**src/rtl/mux_scan_ctrl.sv**
```systemverilog
// rtl/mux_scan_ctrl.sv - 4-channel mux scanner: settles DWELL cycles per channel and publishes a 4-bit word
`timescale 1ns/1ps

module mux_scan_ctrl #(
    parameter int DWELL = 2
) (
    input  logic       clk,
    input  logic       rst_n,
    input  logic       start,
    input  logic       cont,
    input  logic       mux_o,
    output logic [1:0] sel,
    output logic       busy,
    output logic       done,
    output logic [3:0] data
);

    typedef enum logic [1:0] {
        S_IDLE   = 2'd0,
        S_SETTLE = 2'd1,
        S_DONE   = 2'd2
    } state_t;

    localparam logic [3:0] CNT_LAST = 4'(DWELL - 1);

    state_t     state_q, state_d;
    logic [1:0] sel_q, sel_d;
    logic [3:0] cnt_q, cnt_d;
    logic [3:0] shadow_q, shadow_d;
    logic [3:0] data_q, data_d;
    logic       capture;

    assign capture = (state_q == S_SETTLE) && (cnt_q == CNT_LAST);

    always_ff @(posedge clk or negedge rst_n) begin
        if (!rst_n) begin
            state_q  <= S_IDLE;
            sel_q    <= 2'd0;
            cnt_q    <= 4'd0;
            shadow_q <= 4'd0;
            data_q   <= 4'd0;
        end else begin
            state_q  <= state_d;
            sel_q    <= sel_d;
            cnt_q    <= cnt_d;
            shadow_q <= shadow_d;
            data_q   <= data_d;
        end
    end

    always_comb begin
        state_d  = state_q;
        sel_d    = sel_q;
        cnt_d    = cnt_q;
        shadow_d = shadow_q;
        data_d   = data_q;
        case (state_q)
            S_IDLE: begin
                sel_d = 2'd0;
                cnt_d = 4'd0;
                if (start) begin
                    state_d = S_SETTLE;
                end
            end
            S_SETTLE: begin
                if (capture) begin
                    shadow_d[sel_q] = mux_o;
                    cnt_d           = 4'd0;
                    // The last channel's bit is captured on the same edge that publishes the word.
                    if (sel_q == 2'd3) begin
                        state_d = S_DONE;
                        data_d  = shadow_d;
                    end else begin
                        sel_d = sel_q + 2'd1;
                    end
                end else begin
                    cnt_d = cnt_q + 4'd1;
                end
            end
            S_DONE: begin
                sel_d   = 2'd0;
                cnt_d   = 4'd0;
                state_d = cont ? S_SETTLE : S_IDLE;
            end
            default: begin
                state_d = S_IDLE;
                sel_d   = 2'd0;
                cnt_d   = 4'd0;
            end
        endcase
    end

    always_comb begin
        sel  = sel_q;
        busy = (state_q != S_IDLE);
        done = (state_q == S_DONE);
        data = data_q;
    end

endmodule

```
**config.mk**
```make
export PLATFORM = sky130hd
export DESIGN_NAME = mux_scan_ctrl
export DESIGN_NICKNAME = d
export VERILOG_FILES = /design/src/rtl/mux_scan_ctrl.sv
export SDC_FILE = /design/constraint.sdc
export NUM_CORES = 1
export LEC_CHECK = 0
export ABC_AREA = 1
export BUFFER_PORTS_ARGS = -buffer_cell sky130_fd_sc_hd__buf_2
export CAP_MARGIN = 10
export CORE_UTILIZATION = 48
export DETAILED_ROUTE_END_ITERATION = 12
export PLACE_DENSITY_LB_ADDON = 0.1
export RECOVER_POWER = 50
export REMOVE_ABC_BUFFERS = 1
export SYNTH_ARGS = -nofsm -noshare
export SYNTH_HDL_FRONTEND = slang
export SYNTH_SLANG_ARGS = --single-unit
```
**constraint.sdc**
```tcl
create_clock -name clk -period 1.1 [get_ports clk]
set_input_delay 0.22 -clock clk [delete_from_list [all_inputs] [get_ports clk]]
set_output_delay 0.22 -clock clk [all_outputs]
set_load 0.01 [all_outputs]
```
## After elaboration in Yosys (flattened, before gate mapping)

Index checks and enable logic that the tools add are counted.

- Shift-type cells: 0
- Multiply operators: 0
- $add $sub $neg: 2
- Div/mod/pow operators: 0
- Equality and inequality tests: 8
- Reduce and logical (&&, ||, !) cells: 8
- Mux-type cells: 13
- Bitwise operators: 0
- $lt $le $gt $ge: 2

Operator list:

| operator | number |
|---|---|
| 2-to-1 mux 2 bit | 6 |
| 2-to-1 mux 4 bit | 2 |
| != test 2 bit (second input constant) | 3 |
| case mux 2 bit (3 select lines) | 1 |
| AND reduction 3 bit | 2 |
| adder 4 x 1 -> 4 bit (second input constant) | 1 |
| bitwise mux 4 bit | 1 |
| equality test 2 bit (second input constant) | 2 |
| equality test 4 x 1 -> 1 bit (second input constant) | 1 |
| AND reduction 2 bit | 2 |
| < comparator 2 x 3 -> 1 bit (second input constant) | 1 |
| adder 2 x 1 -> 2 bit (second input constant) | 1 |
| demux 1 bit (select 2 bit) | 1 |
| equality test 2 x 1 -> 1 bit (second input constant) | 1 |
| >= comparator 2 x 1 -> 1 bit (second input constant) | 1 |
| logical AND 1 bit | 2 |
| zero test 2 bit | 1 |
| 2-to-1 mux 1 bit | 2 |
| != test 2 x 1 -> 1 bit (second input constant) | 1 |
| nonzero test 2 bit | 1 |

- Input bits: 5
- Bits in registers: 16
- Word-level logic and storage cells: 38
- Bits in read-only memories: 0
- Memories: 0
- Bits in writable memories: 0
- Latch bits: 0

## Depth between registers and ports, before layout

Gate-level depths: netlist of the first run.

- Word-level depth: 5
- Depth in mapped cells: 7

## Least setup slack after synthesis of the first run

OpenSTA, ideal clock, no wires.

- Kind: reg2reg
- Start point: reg sel_q[0], in the netlist sel[0]
- End point: reg data_q[0], in the netlist data[0]
- Data required time: 1.035 ns
- Setup time: 0.065 ns
- Arrival time: 1.093 ns
- Slack: -0.058 ns
- Clock period less this slack: 1.158 ns
- Stages on the path, launching flop included: 6
- Path buffers: 0
- Path through: dfrtp_1 ha_1 nand3_4 nor2_4 nand2_1 nand2_1

- Word-level cells in the longest chain between the ends: 5

RTL lines:

| what | RTL line | RTL |
|---|---|---|
| start: declaration | 27 | `logic [1:0] sel_q, sel_d;` |
| start signal: assignment | 44 | `sel_q <= sel_d;` |
| < comparator 2 x 3 -> 1 bit (implied by the code) or >= comparator 2 x 1 -> 1 bit (tied branches) | 67 | `shadow_d[sel_q] = mux_o;` |
| logical AND 1 bit (implied by the code) | 67 |  |
| 2-to-1 mux 1 bit (implied by the code) | 67 |  |
| demux 1 bit (select 2 bit) | 67 |  |
| bitwise mux 4 bit | 67 |  |
| end signal: assignment | 47 | `data_q <= data_d;` |
| end: declaration | 30 | `logic [3:0] data_q, data_d;` |

Several ways; a longest one is shown, not always the timed one.
A chain may end at the register's enable or synchronous reset.

## Final worst setup path of the first run

- Start point: reg sel_q[0], in the netlist sel[0]
- End point: out sel[0]

RTL lines:

| what | RTL line | RTL |
|---|---|---|
| end: declaration | 12 | `output logic [1:0] sel,` |

No word-level cell between the ends.

==> results of run 1 <==
[Yosys cell counts, drive strengths merged]
master  number  area (sq um)
nand2       28         125.1
nor2        10         55.06
ha           6         75.07
clkinv       1         5.000
nand3        4         32.53
xnor2        1         8.760
xor2         1         8.760
o21ai       13         65.06
or2          2         12.52
dfrtp       16         400.4
inv         10         37.53
[logic make-up after synthesis]
kind of cell,count (synthesis),synth area share (%)
compound gates,13,7.878
simple gates,44,27.27
buf+inv,11,5.150
xor+xnor,2,2.122
flops,16,48.48
fa+ha+maj,6,9.091
[power groups by stage]
stage | clock, mW | sequential, mW | combinational (mW)
final | 0.378 | 1.06 | 1.80
after global routing | 0.410 | 1.09 | 2.03
after CTS | 0.391 | 1.02 | 1.58
after detailed placement | 0 | 1.00 | 1.40
after global placement | 0 | 0.997 | 1.36
after floorplan | 0 | 1.07 | 0.857
[final cells by class]
| type | instances | area (sq um) |
|---|---|---|
| inverter | 11 | 42.54 |
| clock buffer | 4 | 36.28 |
| fill | 129 | 434.2 |
| sequential | 16 | 402.9 |
| timing repair buffer | 23 | 165.2 |
| multi-input combinational | 65 | 457.9 |
| tap | 16 | 20.02 |
[routing by layer]
metal	vias up	track usage (%)	share of wire, %
met5	-	0	0
met4	0	9.375	1.2
met3	2	3.750	2.9
met2	14	32.12	47
met1	317	26.42	48
li1	345	-	-
[path summary, 6_finish.rpt]
kind | start | to | depth (start not counted)
min | start | state_q[0] | 4
max in group asynchronous | rst_n | sel[1] | 2
min in group asynchronous | rst_n | data[0] | 2
max | sel[0] | sel[0] | 2
min reg2reg | data[0] | data[0] | 2
max reg2reg | sel[0] | sel[1] | 5
[metrics by stage]
stage	util (%)	hold WS, ns	power [mW]	std cells	cell area, sq um
6_report	72.15	0.2635	3.234	135	1125
5_1_grt	72.15	0.2873	3.523	135	1125
4_1_cts	67.82	0.2636	2.992	134	1057
3_5_place_dp	61.00	0.1516	2.402	126	950.9
3_3_place_gp	61.00	0.1540	2.357	126	950.9
2_1_floorplan	-	-0.07559	1.931	92	825.8
[repair_timing]
item | in CTS | in global routing
setup buffers | 3 | 1
endpoints found under the hold margin | 16 | 0
pin swaps | 6 | 4
hold buffers | 1 | 0
gates resized for setup | 14 | 17
endpoints found under the setup margin | 16 | 16
[registers in the layout (all words and copies together) (netlist names)]
| register | count |
|---|---|
| data | 4 |
| cnt_q | 4 |
| sel | 2 |
| shadow_q | 4 |
| state_q | 2 |
[worst reg2reg max path: stages, from the launching register on]
cell and delay (ns):
dfrtp_2 0.44, ha_4 0.18, nand3_4 0.13, buf_4 0.17, nand3_1 0.08, nand2_1 0.05
==> summary.txt, run 1 <==
Status
  • Outcome: finished, violations left
  • Failing checks: DRC, setup timing

Final layout
  • Layout cell share with drive strength beyond 1: 43.70%
  • Most common cell after layout, fill and taps aside: nand2_1
  • Diodes inserted: 0
  • Final nets: 131
  • Area Overhead vs Synth: 36.21%
  • Most frequent cells in the layout: nand2_1, dfrtp_1, buf_2

Drt
  • Detailed router's first-iteration violation count: 16
  • Count of TritonRoute iterations in the first routing pass: 8
  • Routed Antenna Nets: 0
  • DRC viols: 3
  • Vias: 678
  • Wirelength per Cell: 11.90 um
  • Routed vias/inst: 5.022
  • WL final: 1.606 mm

Synthesis
  • Synth Area per Inst: 8.976 sq um
  • Mapped cell area: 825.8 sq um
  • Register area share after synthesis: 48.48%
  • #FFs+latches synth: 16
  • Count of different cell masters after synthesis: 19
  • Syn. warnings: 0
  • Synthesized instance count: 92

Pwr
  • Logic pwr share: 55.6%
  • Internal: 1.895 mW
  • Pleak: 0.5367 nW
  • Switching share of total power: 41.40%
  • Flop pwr share: 32.7%
  • P_sw: 1.339 mW
  • Clock share of power: 11.7%
  • Peak VDD IR: 0.001644 V
  • Power density over the cells: 2875 mW/mm^2

Clock network
  • H-tree Lvls: 1
  • Max clock buf depth: 2
  • Sink Count: 16
  • Clk_lat worst skew: 0.28 ns
  • TritonCTS clock tree: done
  • CTS clock-pin slew for the worst setup and hold paths: 0.09 ns
  • Clock root buffer: clkbuf_4
  • CTS Buf Count: 3

Setup path
  • Max FO, Critical Path: 4
  • Most used cell, CP: buf_6
  • Crit path max-delay cell type: dfrtp_2
  • Reg2reg setup slack: -0.04 ns
  • CP delay by family, top: flip-flops
  • Bufs and invs on worst path: 2
  • Critical path arrival: 0.98 ns
  • Required @ worst endpoint: 0.88 ns
  • Setup CP Type: reg -> out
  • Worst stage delay on the critical path: 0.46 ns
  • CP Launch Type: flop
  • Setup crit end kind: primary output
  • CP Cell Sequence: buf_6 -> buf_6

Floorplan
  • Die Ht: 43.48 um
  • Starting Density: 52.97%
  • Die W: 43.48 um
  • Die ar.: 0.001890 sq mm
  • Row count: 14
  • # IOs: 13
  • Placeable Area: 0.001559 sq mm

Place
  • Port bufs: 12
  • Routability cong.: 0.7719
  • Worst slack, placed: -0.1228 ns
  • Dpl hpwl: 1.133 mm

Global route
  • First-pass GRT wire length: 2.718 mm
  • Overflow after GRT: 0
  • Pin count of the biggest net entering global routing: 17
  • Vias in the first global route: 656
  • Antenna violations before repair: 0
  • Total GRT Usage: 20.07%

STA
  • RSZ-0062 raised after global routing: true
  • Final Max Tran Viols: 0
  • Fin worst setup slack: -0.09946 ns
  • Hold Vio Cnt, Final: 0
  • Maximum clock rate: 833.7 MHz
  • Setup violators final: 10
  • Clock period minus worst slack: 1.199 ns
  • Slew at the pin closest to its max-slew limit: 0.4052 ns
  • Slew Limit Headroom: 72.98%
  • Tcrit/Tclk final: 109.0%
  • Skew final: 0.002356 ns
  • Setup TNS: -0.4679 ns

Flow run
  • Max cap viols: 0

Worst hold path
  • Hold Path Class: in -> reg
Power figures use the tool's default switching activity.
==> inputs of run 2 (changes only) <==
--- a/config.mk
+++ b/config.mk
@@ -8,7 +8,8 @@
 export ABC_AREA = 1
 export BUFFER_PORTS_ARGS = -buffer_cell sky130_fd_sc_hd__buf_2
 export CAP_MARGIN = 10
-export CORE_UTILIZATION = 48
+export CORE_UTILIZATION = 51
+export CTS_BUF_LIST = sky130_fd_sc_hd__clkbuf_4 sky130_fd_sc_hd__clkbuf_8
 export DETAILED_ROUTE_END_ITERATION = 12
 export PLACE_DENSITY_LB_ADDON = 0.1
 export RECOVER_POWER = 50
==> run 2 against run 1 <==
  * The flow finishes with violations (setup timing)
  * First-iteration DRC count down 50%
  * Count of clock-buffer cells in the layout is the same
  * Sequential cell count stayed put
  * Fmax down 0.37%
  * Hold slack lost 0.027 ns
  * Combinational power is 12% lower
  * Sequential power barely moved
  * Clock skew is 0.0014 ns lower
==> summary.txt, run 2 (same netlist as run 1, synthesis figures left out) <==
Clock network
  • TritonCTS clock tree: done
  • Sink Count: 16 (unchanged)
  • Max clock buf depth: 2 (unchanged)
  • CTS clock-pin slew for the worst setup and hold paths: 0.09 ns (about the same)
  • Clk_lat worst skew: 0.29 ns (about the same)
  • Clock root buffer: clkbuf_4
  • CTS Buf Count: 3 (unchanged)
  • H-tree Lvls: 1 (unchanged)

Global route
  • Pin count of the biggest net entering global routing: 17 (unchanged)
  • GR Layer Usage met2: 35.08% (+3.0 points)
  • Grt peak-use layer: met2
  • Total GRT Usage: 21.40% (+1.3 points)
  • Met3 Usage GRT: 2.586% (-1.2 points)
  • First-pass GRT wire length: 2.746 mm (+1.0%)
  • Antenna violations before repair: 0 (unchanged)
  • Vias in the first global route: 667 (+1.7%)
  • Overflow after GRT: 0 (unchanged)
  • Grt met1 use: 25.93% (-0.49 points)

Final layout
  • Utilization after layout: 70.93% (-1.2 points)
  • Most frequent cells in the layout: nand2_1, dfrtp_1, buf_2, buf_4, o21ai_1
  • Fill count: 112 (-13%)
  • Most common cell after layout, fill and taps aside: nand2_1
  • Final nets: 130 (-0.76%)
  • Diodes inserted: 0 (unchanged)
  • Area Overhead vs Synth: 29.39%
  • Layout cell share with drive strength beyond 1: 39.83% (-3.9 points)

Setup path
  • Setup CP Type: reg -> out
  • Required @ worst endpoint: 0.88 ns (about the same)
  • Setup crit end kind: primary output
  • Critical path arrival: 0.98 ns (about the same)
  • CP Launch Type: flop
  • Max FO, Critical Path: 3 (-1)

STA
  • Hold Vio Cnt, Final: 0 (unchanged)
  • Setup violators final: 16 (+6)
  • Tcrit/Tclk final: 109.5% (+0.41 points)
  • Maximum clock rate: 830.6 MHz (-0.37%)
  • Clock period minus worst slack: 1.204 ns (+0.004496 ns)
  • Slew Limit Headroom: 72.72% (-0.27 points)
  • Final Max Tran Viols: 0 (unchanged)
  • RSZ-0062 raised after global routing: true
  • Slew at the pin closest to its max-slew limit: 0.4093 ns (+0.004043 ns)
  • Fin worst setup slack: -0.1040 ns (-0.004496 ns)
  • Skew final: 0.0009953 ns (-0.001361 ns)

Pwr
  • Overall power consumption: 3.006 mW (-7.1%)
  • Pleak: 0.5282 nW (-1.6%)
  • Power density over the cells: 2813 mW/mm^2 (-2.2%)
  • Peak VDD IR: 0.001573 V (-4.3%)

Drt
  • Vias: 668 (-1.5%)
  • DRC viols: 0 (-3)
  • Routed Antenna Nets: 0 (unchanged)
  • Detailed router's first-iteration violation count: 8 (-8)
  • WL final: 1.599 mm (-0.44%)
  • Count of TritonRoute iterations in the first routing pass: 3 (-5)
  • Wirelength per Cell: 11.93 um (+0.31%)
  • Routed vias/inst: 4.985 (-0.74%)

Status
  • Outcome: finished, violations left
  • Failing checks: setup timing

Floorplan
  • Die W: 42.24 um (-2.8%)
  • Placeable Area: 0.001506 sq mm (-3.4%)
  • Die ar.: 0.001784 sq mm (-5.6%)
  • Row count: 14 (unchanged)
  • Die Ht: 42.24 um (-2.8%)
  • Starting Density: 54.82% (+1.8 points)
  • # IOs: 13 (unchanged)

Place
  • Routability cong.: 0.7201 (-6.7%)
  • Port bufs: 12 (unchanged)
  • Dpl hpwl: 1.054 mm (-6.9%)

Worst hold path
  • Hold Path Class: in -> reg

Flow run
  • Max cap viols: 0 (unchanged)
-- run 2: changes by cell type in the layout (fill, tap and decap cells not counted), sizes merged --
cell,previous run,this run
buf,21,20
-- run 2: layer usage --
metal  vias to the layer above  share of wire, %
met4                         0               3.2
met2                         7                52
met5                         -                 0
met3                         4               1.7
li1                        340                 -
met1                       317                43
-- run 2: worst max-delay path: stages, from the launching register on --
cell,delay [ns]
dfrtp_1,0.42
inv_1,0.08
nand2_1,0.06
buf_2,0.14
-- run 2: layout make-up --
type / count / area, sq um / share of cell area (%)
Multi-Input combinational cell: 65 / 416.7 / 38.99
Sequential cell: 16 / 402.9 / 37.71
Tap cell: 16 / 20.02 / 1.874
Clock buffer: 4 / 36.28 / 3.396
Timing Repair Buffer: 22 / 150.1 / 14.05
Inverter: 11 / 42.54 / 3.981
-- run 2: metrics by stage --
step	hold slack (ns)	worst slack, ns	std cells	TNS, ns	instance area, sq um
finish	0.2370	-0.1040	134	-0.6100	1069
global route	0.2812	-0.1358	134	-1.553	1069
CTS	0.2310	-0.07220	133	-0.3187	1047
detailed placement	0.1528	-0.1259	125	-0.7643	943.4
global placement	0.1516	-0.08580	125	-0.4737	943.4
floorplan	-0.07559	-0.05771	92	-0.3481	825.8
-- run 2: final timing paths --
kind                            startpoint          end  slack [ns]  depth (start not counted)
max in group asynchronous            rst_n       sel[1]        0.42                          2
worst min-delay path                 start   state_q[0]        0.24                          4
worst min register to register     data[0]      data[0]        0.48                          2
worst max register to register  state_q[0]      data[3]       -0.05                          6
min in group asynchronous            rst_n  shadow_q[2]        0.38                          2
worst max-delay path            state_q[0]         busy       -0.10                          3
-- run 2: report_power, final --
group | internal [mW] | leakage [nW] | switching (mW) | total [mW]
sequential | 0.856 | 0.194 | 0.175 | 1.03
clock | 0.202 | 0.0210 | 0.192 | 0.394
combinational | 0.694 | 0.313 | 0.886 | 1.58
-- run 2: repair_timing --
action,CTS,global route
endpoints found under the setup margin,16,16
buffers inserted,3,1
hold buffers,1,0
pin swaps,4,4
hold endpoints to repair,16,0
gates resized for setup,13,7
